File: src/rtl/multi_sel_sched_pkg.sv
// Shared types and constants for the multi-select scheduler: FSM states,
// phase encodings and the shift amounts used to form the x3/x7/x8 beats.
package multi_sel_sched_pkg;

    typedef enum logic {
        IDLE = 1'b0,
        RUN  = 1'b1
    } state_e;

    localparam logic [1:0] PH_X1 = 2'd0;
    localparam logic [1:0] PH_X3 = 2'd1;
    localparam logic [1:0] PH_X7 = 2'd2;
    localparam logic [1:0] PH_X8 = 2'd3;

    // x3 = (d<<1)+d, x7 = (d<<3)-d, x8 = d<<3
    localparam int unsigned SH_X3 = 1;
    localparam int unsigned SH_X7 = 3;
    localparam int unsigned SH_X8 = 3;

endpackage

File: src/rtl/rr_arbiter.sv
// Round-robin arbiter: one-hot grant to the first requester at or after ptr_i,
// wrapping from NREQ-1 back to 0. Purely combinational.
module rr_arbiter #(
    parameter int unsigned NREQ = 4,
    localparam int unsigned IDW = (NREQ > 1) ? $clog2(NREQ) : 1
) (
    input  logic [NREQ-1:0] req_i,
    input  logic [IDW-1:0]  ptr_i,
    input  logic            en_i,
    output logic [NREQ-1:0] gnt_o,
    output logic [IDW-1:0]  gnt_idx_o
);

    int unsigned idx;
    logic [IDW-1:0] sel;
    logic found;

    always_comb begin
        gnt_o     = '0;
        gnt_idx_o = '0;
        found     = 1'b0;
        idx       = 0;
        sel       = '0;
        for (int unsigned i = 0; i < NREQ; i++) begin
            idx = 32'(ptr_i) + i;
            if (idx >= NREQ) begin
                idx = idx - NREQ;
            end
            sel = IDW'(idx);
            if (en_i && !found && req_i[sel]) begin
                found     = 1'b1;
                gnt_o[sel] = 1'b1;
                gnt_idx_o = sel;
            end
        end
    end

endmodule

File: src/rtl/multi_sel_sched.sv
// Round-robin scheduler feeding one shift-add datapath: each granted operand
// is emitted as four beats d*1, d*3, d*7, d*8 tagged with requester id and phase.
module multi_sel_sched
    import multi_sel_sched_pkg::*;
#(
    parameter int unsigned NREQ = 4,
    parameter int unsigned DW   = 8,
    localparam int unsigned OW  = DW + 3,
    localparam int unsigned IDW = $clog2(NREQ)
) (
    input  logic               clk,
    input  logic               rst,
    input  logic [NREQ-1:0]    req_valid_i,
    input  logic [NREQ*DW-1:0] req_data_i,
    output logic [NREQ-1:0]    req_ready_o,
    output logic               out_valid_o,
    input  logic               out_ready_i,
    output logic [OW-1:0]      out_data_o,
    output logic [IDW-1:0]     out_id_o,
    output logic [1:0]         out_phase_o,
    output logic               out_last_o
);

    state_e          state_q, state_d;
    logic [IDW-1:0]  ptr_q, ptr_d;
    logic [DW-1:0]   opd_q, opd_d;
    logic            out_valid_q, out_valid_d;
    logic [OW-1:0]   out_data_q, out_data_d;
    logic [IDW-1:0]  out_id_q, out_id_d;
    logic [1:0]      out_phase_q, out_phase_d;

    logic [NREQ-1:0] gnt;
    logic [IDW-1:0]  gnt_idx;
    logic            xfer, last_xfer, win;
    logic [DW-1:0]   sel_opd;
    logic [OW-1:0]   opd_ext;
    logic [1:0]      nxt_phase;

    assign xfer      = out_valid_q && out_ready_i;
    assign last_xfer = xfer && (out_phase_q == PH_X8);
    assign win       = (state_q == IDLE) || ((state_q == RUN) && last_xfer);
    assign opd_ext   = OW'(opd_q);
    assign nxt_phase = out_phase_q + 2'd1;

    rr_arbiter #(.NREQ(NREQ)) u_arb (
        .req_i     (req_valid_i),
        .ptr_i     (ptr_q),
        .en_i      (win),
        .gnt_o     (gnt),
        .gnt_idx_o (gnt_idx)
    );

    // Operand mux driven by the one-hot grant
    always_comb begin
        sel_opd = '0;
        for (int unsigned i = 0; i < NREQ; i++) begin
            if (gnt[i]) begin
                sel_opd = req_data_i[i*DW +: DW];
            end
        end
    end

    always_comb begin
        state_d     = state_q;
        ptr_d       = ptr_q;
        opd_d       = opd_q;
        out_valid_d = out_valid_q;
        out_data_d  = out_data_q;
        out_id_d    = out_id_q;
        out_phase_d = out_phase_q;

        if (win && (|gnt)) begin
            state_d     = RUN;
            opd_d       = sel_opd;
            out_id_d    = gnt_idx;
            ptr_d       = (gnt_idx == IDW'(NREQ - 1)) ? '0 : gnt_idx + IDW'(1);
            out_valid_d = 1'b1;
            out_phase_d = PH_X1;
            out_data_d  = OW'(sel_opd);
        end else if ((state_q == RUN) && last_xfer) begin
            state_d     = IDLE;
            out_valid_d = 1'b0;
        end else if ((state_q == RUN) && xfer) begin
            out_phase_d = nxt_phase;
            case (nxt_phase)
                PH_X3:   out_data_d = (opd_ext << SH_X3) + opd_ext;
                PH_X7:   out_data_d = (opd_ext << SH_X7) - opd_ext;
                PH_X8:   out_data_d = opd_ext << SH_X8;
                default: out_data_d = opd_ext;
            endcase
        end
    end

    always_ff @(posedge clk) begin
        if (rst) begin
            state_q     <= IDLE;
            ptr_q       <= '0;
            opd_q       <= '0;
            out_valid_q <= 1'b0;
            out_data_q  <= '0;
            out_id_q    <= '0;
            out_phase_q <= PH_X1;
        end else begin
            state_q     <= state_d;
            ptr_q       <= ptr_d;
            opd_q       <= opd_d;
            out_valid_q <= out_valid_d;
            out_data_q  <= out_data_d;
            out_id_q    <= out_id_d;
            out_phase_q <= out_phase_d;
        end
    end

    assign req_ready_o = gnt;
    assign out_valid_o = out_valid_q;
    assign out_data_o  = out_data_q;
    assign out_id_o    = out_id_q;
    assign out_phase_o = out_phase_q;
    assign out_last_o  = out_valid_q && (out_phase_q == PH_X8);

endmodule
File: config.mk
export PLATFORM = sky130hd
export DESIGN_NAME = multi_sel_sched
export DESIGN_NICKNAME = d
export VERILOG_FILES = /design/src/rtl/multi_sel_sched_pkg.sv /design/src/rtl/rr_arbiter.sv /design/src/rtl/multi_sel_sched.sv
export SDC_FILE = /design/constraint.sdc
export NUM_CORES = 1
export LEC_CHECK = 0
export CELL_PAD_IN_SITES_DETAIL_PLACEMENT = 0
export CELL_PAD_IN_SITES_GLOBAL_PLACEMENT = 2
export CORE_MARGIN = 2
export CORE_UTILIZATION = 27
export CTS_BUF_LIST = sky130_fd_sc_hd__clkbuf_8
export DETAILED_ROUTE_END_ITERATION = 10
export PLACE_DENSITY_LB_ADDON = 0.05
export SLEW_MARGIN = 20
export SYNTH_ARGS = -nofsm -noshare
export SYNTH_HDL_FRONTEND = slang
export SYNTH_SLANG_ARGS = --single-unit
export TNS_END_PERCENT = 5
File: constraint.sdc
create_clock -name clk -period 2.9 [get_ports clk]
set_input_delay 0.58 -clock clk [delete_from_list [all_inputs] [get_ports clk]]
set_output_delay 0.58 -clock clk [all_outputs]
set_load 0.05 [all_outputs]
==> results of run 1 <==
[sequential cells by signal, indices dropped and copies added, names as in the netlist, named ones only]
signal	flops
out_phase_o	2
opd_q	8
out_data_o	11
out_id_o	2
ptr_q	1
out_valid_o	1
[worst paths after layout]
kind,start,to,slack [ns],cells past startpoint
setup / recovery,req_valid_i[2],out_data_o[1],-0.08,11
hold / removal,out_id_o[0],out_id_o[0],0.47,2
setup reg to reg,flop,out_data_o[7],-0.04,14
hold reg to reg,out_id_o[0],out_id_o[0],0.47,2
[repair_timing]
| action | CTS | global route |
|---|---|---|
| setup endpoints to repair | 28 | 21 |
| pin swaps | 8 | 22 |
| buffers inserted | 5 | 8 |
| endpoints found under the hold margin | 0 | 0 |
| gates resized for setup | 8 | 30 |
[synth_stat cells, drive strengths merged (5+ instances only)]
cell type and n:
a22oi 10, nor3 6, nand3 12, nor2b 6
a211oi 10, inv 23, buf 7, dfxtp 26
nor2 12, ha 30, a21o 8, and2 7
a31oi 8, nand2 47, o211ai 5, o21ai 32
clkbuf 9, a21oi 31
[cell type report]
cell class	count	area (um^2)	share of cell area
Sequential cell	26	528.0	0.1295
Clock inverter	1	30.03	0.007366
Clock buffer	3	41.29	0.01013
Timing Repair Buffer	111	1075	0.2637
Multi-Input combinational cell	287	2140	0.5249
Tap cell	133	166.4	0.04082
Inverter	23	96.34	0.02363
[placed cells by master (no fill, tap or decap), types with 4 or more instances in the layout]
cell,count
nor2_1,11
nand3_1,11
a211oi_1,7
ha_1,29
and2_1,7
o211ai_1,5
mux2i_1,4
dfxtp_1,24
a31oi_1,8
inv_1,18
a21oi_1,25
a22oi_1,6
buf_6,7
a21o_1,8
o21ai_0,27
clkdlybuf4s50_1,51
dlygate4sd2_1,4
buf_4,42
nor2b_1,6
nor3_1,5
a22oi_2,4
buf_12,6
nand2_1,46
a21oi_2,5
[worst min-delay path: stages, from the launching register on]
cell	delay [ns]
dfxtp_1	0.32
nand2_1	0.05
a21oi_1	0.05
[per-layer routing]
metal | vias to the layer above | share of wire
met4 | 0 | 0.0061
met5 | - | 0
met3 | 6 | 0.032
met2 | 63 | 0.47
met1 | 1398 | 0.49
li1 | 1508 | -
[stage by stage]
stage          power (mW)  utilization
2_1_floorplan       2.944            -
3_3_place_gp        4.065       0.3875
3_5_place_dp        4.077       0.3875
4_1_cts             4.487       0.3997
5_1_grt             5.232       0.4190
6_report            4.827       0.4190
[cells by family after synthesis]
kind of cell               count (synthesis)  synth area share
buffers and inverters                     39           0.06157
xor gates and xnor gates                   4           0.01297
muxes                                      9           0.04815
DFF                                       26            0.1926
and+or+nand+nor                          108            0.2000
adders and majority gates                 31            0.1463
AOI/OAI and AO/OA                        135            0.3384
[report_power, final]
| group | internal [mW] | total, mW | switching (mW) |
|---|---|---|---|
| sequential | 0.490 | 0.609 | 0.119 |
| clock | 0.185 | 0.309 | 0.125 |
| combinational | 1.81 | 3.91 | 2.10 |
| total | 2.49 | 4.83 | 2.34 |
==> run metrics, run 1 <==
WP data arrival 3.15 ns; fin area 4076 um^2; static leakage 1.658 nW; CTS Buf Count 3; global-route wire length before repair 15.39 mm; Avg Cell Area, Syn 7.678 um^2; Critical Path Max Stage Delay 0.58 ns; Critical Path Source Type input port; initial drt markers 105; placed cells 567; dpl hpwl 7.192 mm; # diodes 0; input/output buffers 59; worst rel slew slack 0.6086; failing checks setup timing; Max Clk Rate 335.4 MHz; Post-Syn Area 2703 um^2; post-synthesis register bit count 26; Netlist cell types 62; worst vdd ir 0.4839 mV; post-route setup slack -0.08178 ns; CP Capture Type flop; Worst Skew 0.008169 ns; wire per inst 16.05 um; CP Buf/Inv Count 4; DR DRC count 0; post-synth top area share 0.1926; grt met3 use 0.02569; initial antenna violation count 0; Max Cap Violations 0; core area 9729 um^2; post-synth top area cell dfxtp_1; Final Non-Filler Cells 584; Hold Crit Class flop to flop; drt total wl 9.373 mm; Post-Syn Nets 422; synth top area cells dfxtp_1 19%, ha_1 14%, nand2_1 6.5%, a21oi_1 5.6%, o21ai_0 5.0%; Pins Over Slew Limit 0; gr busiest metal met2; Final Hold Fails 0; CP max FO 7; Worst-Margin Slew 0.5796 ns; min Tclk post-route 2.982 ns; met2 GRT Util 0.2961; die extent in y 104.0 um; CP delay by family, top buffers and inverters; grt met1 use 0.2361; cell count after synthesis 352; GR Util All Layers 0.1725; Max H-tree Level 1; # setup viols final 11; fin crit share 1.028; Final GP Congestion 0.8322; TritonRoute pass-1 iters 4; Area growth syn-to-layout 50.83%; vias in the first global route 2998; Die W 104.0 um; CTS tree yes; Vias 2975; ys flop type dfxtp_1; Crit path top cell by count buf_4; slowest CP cell or4_4; PD cells 1184 nW/um^2; remaining antenna violation count 0; largest net degree at the start of global routing 17; root buffer cell clkbuf_8; status finished with violations; pre-CTS setup slack -0.4462 ns; top-level port count 60; share of layout cells above drive strength 1 0.2306; Yosys warning count 0; RSZ-0062 raised after global routing true; post-layout net count 522; clock sinks 26; Initial Utilization 0.2778; worst-skew pair later-pin latency 0.28 ns; Fillers 1033; clk buf depth 2; gr ovfl total 0; mean number of vias per cell 5.094; Min Hold Slack 0.4662 ns; hold bufs inserted after CTS 0; CP cell instances dlygate4sd2_1 > nor2b_1 > mux4_2 > a22oi_2 > o211ai_1 > buf_4 > buf_4 > or4_4 > buf_6 > a211oi_2 > a21oi_1; Die ar. 10830 um^2; clock slew at reported path FFs 0.09 ns; DP Area 3770 um^2; WP data required 3.07 ns; final setup TNS -0.4515 ns; Seq/Total Area, Yosys 0.1926; ys async rst share 0; Post-synth EDFFs 0; row count 36; critical path class input port to flop
Power figures use the tool's default switching activity.
==> inputs of run 2 (changes only) <==
--- a/config.mk
+++ b/config.mk
@@ -12,6 +12,7 @@
 export CTS_BUF_LIST = sky130_fd_sc_hd__clkbuf_8
 export DETAILED_ROUTE_END_ITERATION = 10
 export PLACE_DENSITY_LB_ADDON = 0.05
+export REMOVE_ABC_BUFFERS = 1
 export SLEW_MARGIN = 20
 export SYNTH_ARGS = -nofsm -noshare
 export SYNTH_HDL_FRONTEND = slang
==> run metrics, run 2 (synthesis gave the netlist of run 1 again) <==
status finished with violations (unchanged); failing checks setup timing (unchanged); root buffer cell clkbuf_8 (unchanged); CP Capture Type output port (was flop); Area growth syn-to-layout 51.48% (was 50.83%); static leakage 1.686 nW (was 1.658 nW); remaining antenna violation count 0 (unchanged); commonest non-fill, non-tap cell in the layout buf_4 (was clkdlybuf4s50_1); most frequent cells in the layout 53 x buf_4, 51 x clkdlybuf4s50_1, 45 x nand2_1 (was 51 x clkdlybuf4s50_1, 46 x nand2_1, 42 x buf_4); Pins Over Slew Limit 0 (unchanged); worst vdd ir 0.4638 mV (was 0.4839 mV); post-route setup slack -0.07108 ns (was -0.08178 ns); input/output buffers 59 (unchanged); gr ovfl total 0 (unchanged); Critical Path Source Type flop (was input port); DP Area 3765 um^2 (was 3770 um^2); final setup TNS -0.2298 ns (was -0.4515 ns); # setup viols final 5 (was 11); fin area 4094 um^2 (was 4076 um^2); post-layout net count 531 (was 522); initial antenna violation count 0 (unchanged); slowest CP cell mux4_2 (was or4_4); vias in the first global route 2998 (unchanged); footprint of the multi-input gates 2120 um^2 (was 2140 um^2); critical path class flop to output port (was input port to flop); max FFs per register 11 (unchanged); CP max FO 5 (was 7); min Tclk post-route 2.971 ns (was 2.982 ns); initial drt markers 103 (was 105); worst rel slew slack 0.6200 (was 0.6086); drt total wl 9.338 mm (was 9.373 mm); clock sinks 26 (unchanged); share of layout cells above drive strength 1 0.2348 (was 0.2306); Max H-tree Level 1 (unchanged); Vias 3000 (was 2975); mean number of vias per cell 5.059 (was 5.094); WP data arrival 2.39 ns (was 3.15 ns); top-level port count 60 (unchanged); global-route wire length before repair 15.25 mm (was 15.39 mm); RSZ-0062 raised after global routing true (unchanged); Final Hold Fails 0 (unchanged); worst-skew pair later-pin latency 0.27 ns (was 0.28 ns); Fillers 1029 (was 1033); Final Non-Filler Cells 593 (was 584); Critical Path Max Stage Delay 0.53 ns (was 0.58 ns); TritonRoute pass-1 iters 4 (unchanged); FF/Latch Area 523.0 um^2 (was 528.0 um^2); Max Clk Rate 336.6 MHz (was 335.4 MHz); placed cells 569 (was 567); PD cells 1158 nW/um^2 (was 1184 nW/um^2); GR Util All Layers 0.1715 (was 0.1725); die extent in y 104.0 um (unchanged); Max Cap Violations 0 (unchanged); clock slew at reported path FFs 0.10 ns (was 0.09 ns); CP cell instances inv_2 > ha_4 > mux4_2 > buf_6 > or2_4 > a2bb2oi_4 > inv_2 > buf_12 > buf_12 (was dlygate4sd2_1 > nor2b_1 > mux4_2 > a22oi_2 > o211ai_1 > buf_4 > buf_4 > or4_4 > buf_6 > a211oi_2 > a21oi_1); DR DRC count 0 (unchanged); Die ar. 10830 um^2 (unchanged); hold bufs inserted after CTS 0 (unchanged); fin crit share 1.025 (was 1.028); # diodes 0 (unchanged); wire per inst 15.75 um (was 16.05 um); CTS Buf Count 3 (unchanged); clk buf depth 2 (unchanged); Worst Skew 0.002789 ns (was 0.008169 ns); Final GP Congestion 0.7688 (was 0.8322); row count 36 (unchanged); CTS tree yes (unchanged); Die W 104.0 um (unchanged); WP data required 2.32 ns (was 3.07 ns); Worst-Margin Slew 0.5626 ns (was 0.5796 ns); core area 9729 um^2 (unchanged); Initial Utilization 0.2778 (unchanged); final core utilization 0.4208 (was 0.4190); largest net degree at the start of global routing 19 (was 17); dpl hpwl 7.206 mm (was 7.192 mm); Hold Crit Class flop to flop (unchanged)
run 2: changes by cell type in the layout (fill, tap and decap cells not counted), sizes merged:
cell and delta:
buf +9, clkdlybuf4s15 +2, dlygate4sd2 -2, bufinv -1
clkbuf +1
run 2: power by group:
part	switching, mW	leakage, nW	internal (mW)
logic	2.06	1.44	1.83
clock network	0.123	0.0288	0.122
registers	0.117	0.215	0.486
run 2: layout make-up:
cell class	count	area share
clock buffers	4	0.01345
inverters	23	0.02109
multi-input cells	287	0.5177
flip-flops and latches	26	0.1278
well taps	133	0.04065
repair buffers	120	0.2793
run 2: worst paths after layout:
check,cells after the start,to,from,slack (ns)
min reg2reg,2,out_data_o[9],out_data_o[9],0.47
max reg2reg,13,out_data_o[0],ptr_q[1],-0.01
max,9,req_ready_o[3],ptr_q[1],-0.07
min,2,out_data_o[9],out_data_o[9],0.47
run 2: metrics by stage:
stage | hold WS, ns | power [mW] | setup WS, ns
4_1_cts | 0.4728 | 4.505 | -0.002721
6_report | 0.4690 | 4.743 | -0.07108
3_3_place_gp | 0.4475 | 4.039 | -0.3960
3_5_place_dp | 0.4459 | 4.046 | -0.4437
2_1_floorplan | 0.4885 | 2.733 | -1.206
5_1_grt | 0.4854 | 5.125 | -0.1367
run 2: worst max-delay path: cells and delay by family, from the launching register on:
family	cells	cell delay, ns
muxes	1	0.53
buffers and inverters	5	0.50
DFF	1	0.34
adders and majority gates	1	0.30
and+or+nand+nor	1	0.26
AOI/OAI and AO/OA	1	0.18
run 2: layer usage:
metal,global-route usage,wire [um],vias up,share of wire
met5,0,0,-,0
met4,0.01737,17,0,0.0018
met3,0.02256,166,2,0.018
met2,0.2993,4570,46,0.49
met1,0.2330,4584,1433,0.49
li1,-,-,1519,-
run 2: what timing repair did:
item                       CTS  global route
gates resized for setup     25            18
pin swaps                   10            14
buffers inserted            10            10
setup endpoints to repair   24            23
==> inputs of run 3 (changes only) <==
--- a/config.mk
+++ b/config.mk
@@ -7,6 +7,7 @@
 export LEC_CHECK = 0
 export CELL_PAD_IN_SITES_DETAIL_PLACEMENT = 0
 export CELL_PAD_IN_SITES_GLOBAL_PLACEMENT = 2
+export CORE_ASPECT_RATIO = 1.75
 export CORE_MARGIN = 2
 export CORE_UTILIZATION = 27
 export CTS_BUF_LIST = sky130_fd_sc_hd__clkbuf_8
@@ -17,4 +18,4 @@
 export SYNTH_ARGS = -nofsm -noshare
 export SYNTH_HDL_FRONTEND = slang
 export SYNTH_SLANG_ARGS = --single-unit
-export TNS_END_PERCENT = 5
+export TNS_END_PERCENT = 10
==> run metrics, run 3 (synthesis gave the netlist of run 1 again) <==
most frequent cells in the layout 51 x clkdlybuf4s50_1, 51 x buf_4, 46 x nand2_1 (was 53 x buf_4, 51 x clkdlybuf4s50_1, 45 x nand2_1); Die W 79.63 um (was 104.0 um); status finished with violations (unchanged); Area growth syn-to-layout 46.11% (was 51.48%); Final Hold Fails 0 (unchanged); Critical Path Max Stage Delay 0.55 ns (was 0.53 ns); overall power 4.541 mW (was 4.743 mW); # setup viols final 3 (was 5); WP data required 2.32 ns (about the same); Final GP Congestion 0.8251 (was 0.7688); root buffer cell clkbuf_8 (unchanged); fin crit share 1.033 (was 1.025); Sw Share 0.4939 (was 0.4853); global-route wire length before repair 15.50 mm (was 15.25 mm); PD cells 1150 nW/um^2 (was 1158 nW/um^2); input/output buffers 59 (unchanged); Clock power frac 0.054 (was 0.052); post-route setup slack -0.09494 ns (was -0.07108 ns); die extent in y 136.4 um (was 104.0 um); Initial Utilization 0.2761 (was 0.2778); clock slew at reported path FFs 0.10 ns (about the same); static leakage 1.631 nW (was 1.686 nW); combinational power share 0.815 (was 0.821); DR DRC count 0 (unchanged); core area 9789 um^2 (was 9729 um^2); GR Util All Layers 0.1840 (was 0.1715); wire per inst 16.72 um (was 15.75 um); clk buf depth 2 (unchanged); Worst Skew 0.005158 ns (was 0.002789 ns); failing checks setup timing (unchanged); remaining antenna violation count 0 (unchanged); Pins Over Slew Limit 0 (unchanged); share of layout cells above drive strength 1 0.2026 (was 0.2348); Max Cap Violations 0 (unchanged); Pint 2.298 mW (was 2.441 mW); post-layout net count 525 (was 531); max FFs per register 11 (unchanged); # diodes 0 (unchanged); initial drt markers 79 (was 103); Critical Path Source Type flop (unchanged); placed cells 569 (unchanged); gr ovfl total 0 (unchanged); Max H-tree Level 1 (unchanged); Die ar. 10860 um^2 (was 10830 um^2); CP max FO 4 (was 5); largest net degree at the start of global routing 17 (was 19); TritonRoute pass-1 iters 4 (unchanged); Final Non-Filler Cells 579 (was 593); hold bufs inserted after CTS 0 (unchanged); row count 48 (was 36); Worst-Margin Slew 0.6015 ns (was 0.5626 ns); drt total wl 9.683 mm (was 9.338 mm); dpl hpwl 8.118 mm (was 7.206 mm); CP cell instances inv_2 > ha_4 > mux4_2 > or2_4 > o211ai_1 > buf_4 > buf_12 (was inv_2 > ha_4 > mux4_2 > buf_6 > or2_4 > a2bb2oi_4 > inv_2 > buf_12 > buf_12); Hold Crit Class flop to flop (unchanged); CP Buf/Inv Count 3 (was 5); CTS tree yes (unchanged); Vias 2957 (was 3000); RSZ-0062 raised after global routing true (unchanged); WP data arrival 2.41 ns (was 2.39 ns); net switching power 2.243 mW (was 2.301 mW); CP delay by family, top multiplexers (unchanged); top-level port count 60 (unchanged); critical path class flop to output port (unchanged); clock sinks 26 (unchanged); Flop pwr share 0.130 (was 0.127); vias in the first global route 3022 (was 2998); worst vdd ir 0.5794 mV (was 0.4638 mV); worst rel slew slack 0.5990 (was 0.6200); mean number of vias per cell 5.107 (was 5.059); min Tclk post-route 2.995 ns (was 2.971 ns); CP Capture Type output port (unchanged); initial antenna violation count 0 (unchanged); worst-skew pair later-pin latency 0.28 ns (was 0.27 ns); slowest CP cell mux4_2 (unchanged); Max Clk Rate 333.9 MHz (was 336.6 MHz); CTS Buf Count 3 (unchanged); final core utilization 0.4034 (was 0.4208)
## run 3: final cells by class
class                   count  area [um^2]
flip-flops and latches     26        523.0
repair buffers            114         1062
fillers                  1037         5841
well taps                 125        156.4
multi-input cells         287         2063
clock buffers               4        55.05
inverters                  23        88.84
## run 3: repair_timing
item	4_1_cts	5_1_grt
resized for setup	21	2
setup endpoints to repair	22	23
pin swaps	5	5
buffers inserted	6	1
gates cloned	0	0
## run 3: worst paths after layout
kind | startpoint | to | slack (ns) | cells after the start
worst min-delay path | out_data_o[8] | out_data_o[8] | 0.46 | 2
worst max register to register | flop | out_data_o[7] | 0.05 | 12
worst min register to register | out_data_o[8] | out_data_o[8] | 0.46 | 2
worst max-delay path | flop | req_ready_o[0] | -0.09 | 7
## run 3: per-stage QoR
step	setup WS [ns]	setup TNS [ns]	instance area, um^2	hold WS, ns
after CTS	-0.1252	-0.2626	3934	0.4654
after global routing	-0.1725	-1.140	3949	0.4941
after floorplan	-1.206	-30.98	2623	0.4885
final	-0.09494	-0.2045	3949	0.4611
after detailed placement	-0.4386	-9.600	3790	0.4494
after global placement	-0.4086	-9.261	3790	0.4452
## run 3: worst register-to-register path: cells and delay by family (launching register included)
family / cells / cell delay [ns]
AO/OA/AOI/OAI: 5 / 1.00
adder cells (fa/ha/maj): 1 / 0.29
buffers and inverters: 4 / 0.54
flip-flops: 1 / 0.35
multiplexers: 1 / 0.33
AND/OR/NAND/NOR: 1 / 0.25
## run 3: power by group through the flow
stage	clock, mW	sequential [mW]	combinational [mW]
after floorplan	0	0.819	1.91
after CTS	0.254	0.594	3.73
after global routing	0.261	0.608	4.08
after global placement	0	0.595	3.56
after detailed placement	0	0.597	3.55
final	0.246	0.592	3.70
## run 3: layer usage
metal / GRT usage / vias up / wire length, um
met5: 0 / - / 0
met2: 0.3824 / 52 / 5697
met4: 0.04598 / 0 / 93
met1: 0.1922 / 1385 / 3666
met3: 0.008632 / 6 / 226
li1: - / 1514 / -
